`src/rtl/mem_port_arbiter.sv`:
```
// mem_port_arbiter: shares one memory port between instruction fetch (read-only)
// and the load/store unit. Load/store has priority; a starvation counter forces
// a fetch grant after STARVE_MAX consecutive load/store grants taken while the
// fetch request was waiting. One transaction is outstanding at a time.
module mem_port_arbiter #(
  parameter int ADDR_W     = 10,
  parameter int DATA_W     = 32,
  parameter int RD_LAT     = 1,
  parameter int STARVE_MAX = 4
) (
  input  logic              clk,
  input  logic              rst,
  input  logic              if_req,
  input  logic [ADDR_W-1:0] if_addr,
  output logic              if_gnt,
  output logic              if_rvalid,
  output logic [DATA_W-1:0] if_rdata,
  input  logic              ls_req,
  input  logic              ls_we,
  input  logic [ADDR_W-1:0] ls_addr,
  input  logic [DATA_W-1:0] ls_wdata,
  output logic              ls_gnt,
  output logic              ls_rvalid,
  output logic [DATA_W-1:0] ls_rdata,
  output logic [ADDR_W-1:0] mem_addr,
  output logic [DATA_W-1:0] mem_wdata,
  output logic              mem_we,
  input  logic [DATA_W-1:0] mem_rdata,
  output logic              busy
);

  localparam int CNT_W = $clog2(STARVE_MAX + 1);
  localparam logic [CNT_W-1:0] STARVE_LIM = CNT_W'(STARVE_MAX);
  // RD_LAT is limited to 1..4, so a 3-bit wait counter is enough.
  localparam logic [2:0] LAT_LIM = 3'(RD_LAT);

  typedef enum logic [1:0] {
    IDLE  = 2'd0,
    ISSUE = 2'd1,
    WAIT  = 2'd2,
    RESP  = 2'd3
  } state_t;

  state_t           state;
  logic [CNT_W-1:0] starve_cnt;
  logic [2:0]       lat_cnt;
  logic             cur_we;
  logic             cur_is_if;
  logic             if_wins;

  // Fetch wins when load/store is absent or fetch has waited long enough.
  always_comb begin
    if_wins = if_req && (!ls_req || (starve_cnt == STARVE_LIM));
  end

  // Access sequencer: IDLE -> ISSUE -> (store: IDLE | read: WAIT -> RESP -> IDLE).
  // All ports are registered; gnt/rvalid are single-cycle pulses.
  always_ff @(posedge clk) begin
    if (rst) begin
      state      <= IDLE;
      starve_cnt <= '0;
      lat_cnt    <= 3'd0;
      cur_we     <= 1'b0;
      cur_is_if  <= 1'b0;
      if_gnt     <= 1'b0;
      if_rvalid  <= 1'b0;
      if_rdata   <= '0;
      ls_gnt     <= 1'b0;
      ls_rvalid  <= 1'b0;
      ls_rdata   <= '0;
      mem_addr   <= '0;
      mem_wdata  <= '0;
      mem_we     <= 1'b0;
      busy       <= 1'b0;
    end else begin
      if_gnt    <= 1'b0;
      ls_gnt    <= 1'b0;
      if_rvalid <= 1'b0;
      ls_rvalid <= 1'b0;
      case (state)
        IDLE: begin
          if (if_req || ls_req) begin
            state <= ISSUE;
            busy  <= 1'b1;
            if (if_wins) begin
              cur_is_if  <= 1'b1;
              cur_we     <= 1'b0;
              mem_addr   <= if_addr;
              mem_wdata  <= '0;
              mem_we     <= 1'b0;
              if_gnt     <= 1'b1;
              starve_cnt <= '0;
            end else begin
              cur_is_if <= 1'b0;
              cur_we    <= ls_we;
              mem_addr  <= ls_addr;
              mem_wdata <= ls_wdata;
              mem_we    <= ls_we;
              ls_gnt    <= 1'b1;
              if (!if_req) begin
                starve_cnt <= '0;
              end else if (starve_cnt != STARVE_LIM) begin
                starve_cnt <= starve_cnt + CNT_W'(1);
              end else begin
                starve_cnt <= starve_cnt;
              end
            end
          end else begin
            // Nobody asking: fetch is not waiting, so the guard restarts.
            starve_cnt <= '0;
            busy       <= 1'b0;
          end
        end
        ISSUE: begin
          mem_we <= 1'b0;
          if (cur_we) begin
            state     <= IDLE;
            busy      <= 1'b0;
            mem_addr  <= '0;
            mem_wdata <= '0;
          end else begin
            // Address stays on the port while the memory produces data.
            state   <= WAIT;
            lat_cnt <= 3'd1;
          end
        end
        WAIT: begin
          if (lat_cnt == LAT_LIM) begin
            state     <= RESP;
            mem_addr  <= '0;
            mem_wdata <= '0;
            if (cur_is_if) begin
              if_rdata  <= mem_rdata;
              if_rvalid <= 1'b1;
            end else begin
              ls_rdata  <= mem_rdata;
              ls_rvalid <= 1'b1;
            end
          end else begin
            lat_cnt <= lat_cnt + 3'd1;
          end
        end
        RESP: begin
          state <= IDLE;
          busy  <= 1'b0;
        end
        default: begin
          state     <= IDLE;
          busy      <= 1'b0;
          mem_addr  <= '0;
          mem_wdata <= '0;
          mem_we    <= 1'b0;
        end
      endcase
    end
  end

endmodule

```
`config.mk`:
```
export PLATFORM = sky130hd
export DESIGN_NAME = mem_port_arbiter
export DESIGN_NICKNAME = d
export VERILOG_FILES = /design/src/rtl/mem_port_arbiter.sv
export SDC_FILE = /design/constraint.sdc
export NUM_CORES = 1
export LEC_CHECK = 0
export ABC_AREA = 1
export CAP_MARGIN = 10
export CORE_MARGIN = 4
export CORE_UTILIZATION = 40
export DETAILED_ROUTE_END_ITERATION = 6
export GPL_ROUTABILITY_DRIVEN = 0
export PLACE_DENSITY = 0.79
export SETUP_SLACK_MARGIN = 0.5
export SYNTH_ARGS = -nofsm -noshare
export SYNTH_HDL_FRONTEND = slang
export SYNTH_SLANG_ARGS = --single-unit
```
`constraint.sdc`:
```
create_clock -name clk -period 2.8 [get_ports clk]
set_input_delay 0.42 -clock clk [delete_from_list [all_inputs] [get_ports clk]]
set_output_delay 0.42 -clock clk [all_outputs]
set_load 0.02 [all_outputs]
```
==> flow_summary.ini, run 1 <==
[outcome]
outcome = finished clean

[timing]
slew_headroom_pct = 42.6
fin_tns_setup_ns = 0
grt_setup_unrepaired = false
timing.fmax_mhz = 503
worst-slew-pin-transition_ns = 0.860
worst_clk_skew_ns = 0.00873
final_hold_viol_count = 0
layout_worst_path_cycle_share_pct = 71.1
final.min_clock_period_ns = 1.99
setup_viol = 0
final_slew_violations = 0

[detailed_routing]
drt_drc_violations_left = 0
detail-route-antenna-nets = 0
dr.pass1.iters = 5
route.detailed.wl_per_inst_um = 14.1
dr_wl_met2_mm = 6.58
route.detailed.vias_per_inst = 4.81
detailedRoute.firstIterationViolations = 352
route.layer.met1.wl_mm = 6.48
route.vias.total = 4996
wl_met3_mm = 1.41
drt_wl_total_mm = 14.7
highest_layer = met4

[worst_setup_path]
worst-endpoint-arrival_ns = 2.30
end_kind = flop
path_cells = inv_1 > ha_1 > nand2_1 > nand2_1 > nand2_1 > buf_4 > nand2_1 > nor2_1 > nand2_1 > a21oi_1
critPathMostFrequentCell = nand2_1
timing.setup.critical_path_class = reg -> reg
critical_path.slowest_cell = buf_4
crit_path_max_incr_delay_ns = 0.39
path_max_fanout = 44
cp_num_buf_inv = 2
regToRegSetupSlack_ns = 0.81
path_delay_family = simple AND/OR/NAND/NOR gates
start_kind = flop
cp_data_required_time_ns = 3.11

[synth]
most_used_dff_post_synth = dfxtp_1
synth.avg_cell_area_um2 = 7.32
synth_nets = 778
synthMostInstantiatedCell = nand2_1
synth-seq-area-share_pct = 49.1
post_synth_most_frequent_cells = nand2_1 (180), dfxtp_1 (122), nor2_1 (107), a21oi_1 (84), nand3_1 (58)
yosys_warnings = 0
total_standard_cell_area_after_synthesis_um2 = 4970
synth_largest_area_cell = dfxtp_1
synthDominantCellAreaShare_pct = 49.1
ys_seq_elements = 122
yosys-top-cells-area = dfxtp_1 (49%), nand2_1 (14%), a21oi_1 (8.5%), nor2_1 (8.1%), nand3_1 (5.8%)
ys_async_sr_fraction_pct = 0
netlist-cell-type-count = 24
cells_after_synthesis = 679
synth_enable_flop_cells = 0

[global_routing]
grt_remaining_overflow = 0
grt_pass1_vias = 4846
grt_first_pass_wirelength_mm = 23.9
grt_start_max_net_pins = 80
track_usage_pct = 20.6
grt_antenna_before_repair = 0

[finish]
layout.cell_area.non_filler_um2 = 7660
final_core_util_pct = 63.3
nNetsFinal = 958
non_filler_cells_in_the_finished_layout = 1039
num-fill-cells = 1058
antenna_cells_inserted = 0
drive_gt1_share_pct = 5.74
syn_to_final_growth_pct = 54.0

[clocking]
cts.root.buffer_cell = clkbuf_16
cts.hold.buffers_added = 0
cts.sink_count = 122
htree_num_levels = 4
clock_insertion_delay_worst_skew_ns = 0.41
cts_repair_resize_count = 0
tritoncts = built
setup_bufs_post_cts = 0
clkSlewWorstSetupHoldPaths_ns = 0.05
cts_buffers = 17
cts_buffer_depth = 2

[floorplanning]
chipHeight_um = 120
initial_core_util_pct = 41.1
horiz_die_dim_um = 120
core_area_um2 = 12100
design.die.area_um2 = 14300
io-pin-count = 201
rows = 40

[placement]
dp_hpwl_mm = 9.70
numPortBuffers = 200
placedCellCount = 1008
dpl-instance-area_um2 = 7000

[pwr]
power-per-cell-area_nw_per_um2 = 708
power_leakage_nw = 3.03
power.total_mw = 5.43
vdd.ir_drop.worst_mv = 0.401

[job]
maxCapViolCount = 0

[min_path]
min_path_type = in -> reg
-- cell families after synthesis --
group | synth area share (%)
compound gates | 12.7
fa+ha+maj | 2.52
buf+inv | 6.79
flops | 49.1
simple gates | 28.7
xor+xnor | 0.176
-- path summary, 6_finish.rpt --
kind              cells past startpoint           from       endpoint
setup / recovery                     10  starve_cnt[0]   mem_wdata[4]
hold / removal                        4            rst  starve_cnt[0]
setup reg to reg                     10  starve_cnt[0]   mem_wdata[4]
hold reg to reg                       2   if_rdata[20]   if_rdata[20]
-- placed cells by master (no fill, tap or decap) --
master,n
a211oi_1,1
buf_2,1
a21oi_1,84
nand2_2,1
inv_2,4
xor2_1,1
inv_1,16
or3_1,1
o21ai_0,30
buf_4,10
nor2_1,107
nor2_8,1
clkinv_2,2
clkdlybuf4s50_1,199
clkbuf_8,5
clkbuf_1,2
o21ai_1,9
nor3_1,1
inv_4,1
nand2_1,180
a31o_2,1
nor2_4,2
ha_1,10
dfxtp_1,122
clkbuf_16,17
nand3_1,58
bufinv_16,5
-- power breakdown --
group          switching (mW)  internal (mW)  total, mW
clock                   0.743           1.69       2.43
sequential             0.0731           1.86       1.93
combinational           0.615          0.443       1.06
-- layout make-up --
type                    instances  area, µm²  area share (%)
clock inverters                 7        160            2.09
multi-input cells             487       2190            28.6
clock buffers                  24        502            6.55
inverters                      21       81.3            1.06
flip-flops and latches        122       2440            31.9
well taps                     168        210            2.74
repair buffers                210       2070            27.0
-- state kept, by name, summed over array words and instances (netlist names), named ones only --
name        cells
busy            1
cur_is_if       1
cur_we          1
if_gnt          1
if_rdata       32
if_rvalid       1
lat_cnt         3
ls_gnt          1
ls_rdata       32
ls_rvalid       1
mem_addr       10
mem_wdata      32
mem_we          1
starve_cnt      3
state           1
-- per-layer routing --
metal  GRT usage [%]  vias to the layer above
met5               0                        -
li1                -                     2547
met4            7.52                        0
met2            31.0                      180
met3            9.33                       16
met1            25.8                     2253
-- through the flow --
step,hold slack [ns],worst slack [ns]
6_report,0.434,0.810
3_5_place_dp,0.452,0.558
4_1_cts,0.417,0.784
5_1_grt,0.472,0.568
3_3_place_gp,0.447,0.637
2_1_floorplan,0.457,1.17
-- worst min-delay path, cell delays in order --
cell     delay (ns)
buf_2          0.09
inv_1          0.14
nand2_1        0.11
a21oi_1        0.03
(Power assumes the default switching activity.)
==> run 2: changes to the inputs <==
- clock period: 2.8 -> 2 ns (I/O delays scaled with it)
==> flow_summary.ini, run 2 (synthesis gave the netlist of run 1 again) <==
[clocking]
cts_buffers = 17
tritoncts = built
cts.hold.buffers_added = 0
cts.root.buffer_cell = clkbuf_16
clkSlewWorstSetupHoldPaths_ns = 0.05
htree_num_levels = 4
cts.sink_count = 122
clock_insertion_delay_worst_skew_ns = 0.42
cts_buffer_depth = 2

[floorplanning]
horiz_die_dim_um = 120
chipHeight_um = 120
initial_core_util_pct = 41.1
rows = 40
core_area_um2 = 12100
design.die.area_um2 = 14300
io-pin-count = 201

[finish]
syn_to_final_growth_pct = 79.6
layout.cell_area.non_filler_um2 = 8930
biggestRegsByFlops = if_rdata: 32 flops, ls_rdata: 32 flops, mem_wdata: 32 flops
num-fill-cells = 858
multiInputGateArea_um2 = 2750
drive_gt1_share_pct = 24.4
layout_common_cells = nand2_1 (130), dfxtp_1 (116), dlygate4sd2_1 (108)
final_core_util_pct = 73.8
nNetsFinal = 1012
layout_commonest_cell = nand2_1
antenna_cells_inserted = 0
area.sequential_um2 = 2450
non_filler_cells_in_the_finished_layout = 1093

[worst_setup_path]
path_cells = inv_6 > ha_4 > nand2_4 > nand2_4 > nor2_8 > buf_8 > buf_16 > inv_8 > nand2_2 > a21oi_1
cp_num_buf_inv = 4
path_delay_family = buffers and inverters
crit_path_max_incr_delay_ns = 0.42
start_kind = flop
worstReg2RegStart = state[0]
regToRegSetupSlack_ns = 0.31
end_kind = flop
timing.setup.critical_path_class = reg -> reg
critPathMostFrequentCell = nand2_4
path_max_fanout = 8
rr_endpoint = mem_wdata[14]
cp_data_required_time_ns = 2.28
rr_worst_depth = 10
worst-endpoint-arrival_ns = 1.96
critical_path.slowest_cell = dfxtp_4

[global_routing]
track_usage_pct = 26.5
grt_first_pass_wirelength_mm = 30.1
grt_antenna_before_repair = 0
grt_start_max_net_pins = 80
grt_pass1_vias = 5770
grt_remaining_overflow = 0

[min_path]
hold_path_depth = 4
hold_path_end = starve_cnt[0]
min_path_type = in -> reg
hp-start = rst

[timing]
worst_clk_skew_ns = 0.00529
worst-slew-pin-transition_ns = 0.492
timing.fmax_mhz = 593
grt_setup_unrepaired = true
final_hold_viol_count = 0
timing.final.ws_setup_ns = 0.315
fin_tns_setup_ns = 0
slew_headroom_pct = 67.2
setup_viol = 0
final.min_clock_period_ns = 1.69
final_slew_violations = 0
layout_worst_path_cycle_share_pct = 84.3

[detailed_routing]
drt_drc_violations_left = 0
dr.pass1.iters = 7
route.detailed.wl_per_inst_um = 18.3
route.vias.total = 5732
drt_wl_total_mm = 20.1
detailedRoute.firstIterationViolations = 408
route.detailed.vias_per_inst = 5.24
detail-route-antenna-nets = 0

[placement]
placedCellCount = 1016
dpl-instance-area_um2 = 7090
placement.setup.worst_slack_ns = 0.120
dp_hpwl_mm = 10.3
numPortBuffers = 200

[job]
maxCapViolCount = 0

[outcome]
outcome = finished clean

[pwr]
vdd.ir_drop.worst_mv = 0.664
power-per-cell-area_nw_per_um2 = 922
power_leakage_nw = 4.21
run 2: cell types whose count changed in the layout (fill, tap and decap cells not counted), sizes merged, moves of 4 or more:
cell	delta
buf	+43
clkdlybuf4s15	+4
dlygate4sd2	+108
inv	+7
clkdlybuf4s50	-112
run 2: how the worst max path moves through the flow:
stage              from             to  slack [ns]  cells after the start
5_1_grt        state[0]    mem_addr[5]        0.27                     10
4_1_cts        state[0]  mem_wdata[14]        0.40                     10
2_1_floorplan  state[0]     lat_cnt[1]        0.50                     10
3_3_place_gp     ls_req   mem_wdata[6]        0.16                      8
3_5_place_dp     ls_req  mem_wdata[13]        0.12                      8
6_report       state[0]  mem_wdata[14]        0.31                     10
run 2: layout make-up:
type | count | area share (%)
tap | 168 | 2.35
timing repair inverter | 7 | 1.09
timing repair buffer | 257 | 30.5
clock buffer | 23 | 5.46
sequential | 122 | 27.5
clock inverter | 8 | 1.04
multi-input combinational | 487 | 30.8
inverter | 21 | 1.30
run 2: per-stage QoR:
step	power [mW]	hold WS, ns
3_5_place_dp	4.29	0.451
4_1_cts	7.98	0.284
2_1_floorplan	3.67	0.435
3_3_place_gp	4.27	0.446
6_report	8.23	0.286
5_1_grt	8.52	0.343
run 2: what timing repair did:
item,4_1_cts,5_1_grt
setup endpoints to repair,222,115
pin swaps,26,16
buffers inserted,25,3
resized for setup,262,81
gates cloned,15,3
run 2: worst min-delay path: cells and delay by family:
family | cells | cell delay, ns
compound gates | 1 | 0.03
buf+inv | 2 | 0.23
simple gates | 1 | 0.10
run 2: routing by layer:
layer / up-vias / global-route usage [%] / share of wire [%]
met2: 310 / 44.1 / 49
met4: 0 / 12.4 / 2.9
li1: 2679 / - / -
met3: 46 / 11.4 / 11
met1: 2697 / 29.3 / 37
met5: - / 0 / 0
run 2: where the power goes:
group | switching [mW] | leakage [nW] | internal (mW) | total (mW)
clock network | 1.09 | 0.289 | 1.95 | 3.03
logic | 1.40 | 2.93 | 1.04 | 2.44
registers | 0.149 | 0.993 | 2.61 | 2.76
total | 2.64 | 4.21 | 5.60 | 8.23
==> run 3: changes to the inputs <==
- CORE_UTILIZATION: 40 -> 39
- PLACE_DENSITY: 0.79 -> 0.8
- clock period: 2 -> 1.35 ns (I/O delays scaled with it)
==> flow_summary.ini, run 3 (synthesis gave the netlist of run 1 again) <==
[clocking]
cts.hold.buffers_added = 0
cts.root.buffer_cell = clkbuf_16
cts_buffer_depth = 2
clkSlewWorstSetupHoldPaths_ns = 0.06
htree_num_levels = 4
clock_insertion_delay_worst_skew_ns = 0.42
cts.sink_count = 122
cts_buffers = 17
tritoncts = built

[floorplanning]
initial_core_util_pct = 40.6
rows = 40
horiz_die_dim_um = 121
design.die.area_um2 = 14600
io-pin-count = 201
core_area_um2 = 12300
chipHeight_um = 121

[finish]
num-fill-cells = 795
layout_common_cells = nand2_1 (166), buf_6 (127), dfxtp_2 (113)
syn_to_final_growth_pct = 86.5
nNetsFinal = 1030
biggestRegsByFlops = if_rdata: 32 flops, ls_rdata: 32 flops, mem_wdata: 32 flops
layout_commonest_cell = nand2_1
drive_gt1_share_pct = 48.2
non_filler_cells_in_the_finished_layout = 1112
antenna_cells_inserted = 0

[worst_setup_path]
cp_num_buf_inv = 3
rr_worst_depth = 9
worst-endpoint-arrival_ns = 1.93
crit_path_max_incr_delay_ns = 0.38
start_kind = flop
path_delay_family = buffers and inverters
rr_endpoint = mem_addr[8]
path_max_fanout = 6
path_cells = inv_4 > ha_2 > nand2_2 > nand2_4 > nor2_8 > buf_12 > buf_8 > nand3_1 > a21oi_2
critical_path.slowest_cell = dfxtp_4
cp_data_required_time_ns = 1.69
regToRegSetupSlack_ns = -0.24
timing.setup.critical_path_class = reg -> reg
end_kind = flop

[timing]
final.min_clock_period_ns = 1.59
worst_clk_skew_ns = 0.0158
hold_slack_ns = 0.267
slew_headroom_pct = 70.9
final_slew_violations = 0
layout_worst_path_cycle_share_pct = 118
worst-slew-pin-transition_ns = 0.436
timing.fmax_mhz = 628
timing.final.ws_setup_ns = -0.243
final_hold_viol_count = 0
setup_viol = 111
grt_setup_unrepaired = true

[global_routing]
groute.layer.met1.usage_pct = 25.7
grt_first_pass_wirelength_mm = 26.8
grt_antenna_before_repair = 0
grt_pass1_vias = 5433
grt_remaining_overflow = 0
grt_start_max_net_pins = 80
track_usage_pct = 22.9
globalRouteMet3Util_pct = 10.5
top_usage_layer = met2
met2_usage_pct = 38.0

[detailed_routing]
route.detailed.vias_per_inst = 5.11
route.vias.total = 5682
drt_drc_violations_left = 0
route.detailed.wl_per_inst_um = 17.3
drt_wl_total_mm = 19.2
detail-route-antenna-nets = 0
detailedRoute.firstIterationViolations = 363
dr.pass1.iters = 5

[placement]
numPortBuffers = 200
placedCellCount = 1050
dp_hpwl_mm = 10.6

[pwr]
power-per-cell-area_nw_per_um2 = 1340
switching_share_pct = 30.5
power.clock.fraction_pct = 37.6
p_int_mw = 8.64
vdd.ir_drop.worst_mv = 1.10
share_seq_of_total_power_pct = 33.1
pwr-share-comb_pct = 29.3
netSwitchingPower_mw = 3.79
power_leakage_nw = 3.85

[outcome]
violated_checks = negative setup slack
outcome = finished with violations

[min_path]
min_path_type = in -> reg
hp-start = rst
hold_path_end = starve_cnt[0]
hold_path_depth = 4

[job]
maxCapViolCount = 0
## run 3: worst max path at each step
stage                              to  slack [ns]  cells past startpoint
after floorplan            lat_cnt[1]       -0.06                     10
after global placement    mem_addr[8]       -0.33                      8
after detailed placement  mem_addr[2]       -0.38                      8
after CTS                 mem_addr[7]       -0.15                      9
after global routing      ls_rdata[0]       -0.34                     11
final                     mem_addr[8]       -0.24                      9
## run 3: worst register-to-register path, stage by stage, from the launching register on
cell,delay (ns)
dfxtp_4,0.38
inv_4,0.06
ha_2,0.19
nand2_2,0.10
nand2_4,0.08
nor2_8,0.11
buf_12,0.20
buf_8,0.13
nand3_1,0.10
a21oi_2,0.16
## run 3: layout make-up
class | count | area (µm²) | share of cell area (%)
multi-input combinational | 487 | 2660 | 28.7
inverter | 21 | 123 | 1.32
tap | 168 | 210 | 2.27
timing repair buffer | 278 | 3030 | 32.7
clock buffer | 20 | 457 | 4.92
sequential | 122 | 2590 | 27.9
clock inverter | 12 | 146 | 1.58
timing repair inverter | 4 | 52.6 | 0.567
## run 3: metrics by stage
stage	utilization [%]	power, mW	setup slack (ns)	setup TNS [ns]	cell area (µm²)
floorplan	-	5.57	-0.0569	-2.05	5150
global placement	61.2	6.62	-0.326	-19.44	7500
detailed placement	61.2	6.66	-0.384	-23.27	7500
CTS	70.7	11.8	-0.149	-12.86	8670
global route	75.6	12.9	-0.336	-26.25	9280
finish	75.6	12.4	-0.243	-19.47	9280
## run 3: power by group through the flow
stage / Combinational (mW) / Clock (mW) / Sequential [mW]
after floorplan: 1.24 / 0 / 4.33
after global placement: 2.54 / 0 / 4.08
after detailed placement: 2.57 / 0 / 4.08
after CTS: 3.00 / 4.69 / 4.09
after global routing: 3.87 / 4.85 / 4.15
final: 3.64 / 4.68 / 4.12
## run 3: repair_timing
item                                    CTS  global route
resized for setup                       826           122
pin swaps                                15            42
cloned                                    1             6
buffers inserted                         14             9
endpoints found under the setup margin  234           234
## run 3: per-layer routing
layer  vias to the layer above  wire (µm)
met3                        26       2100
li1                       2696          -
met1                      2687       7090
met2                       273       9640
met4                         0        346
met5                         -          0
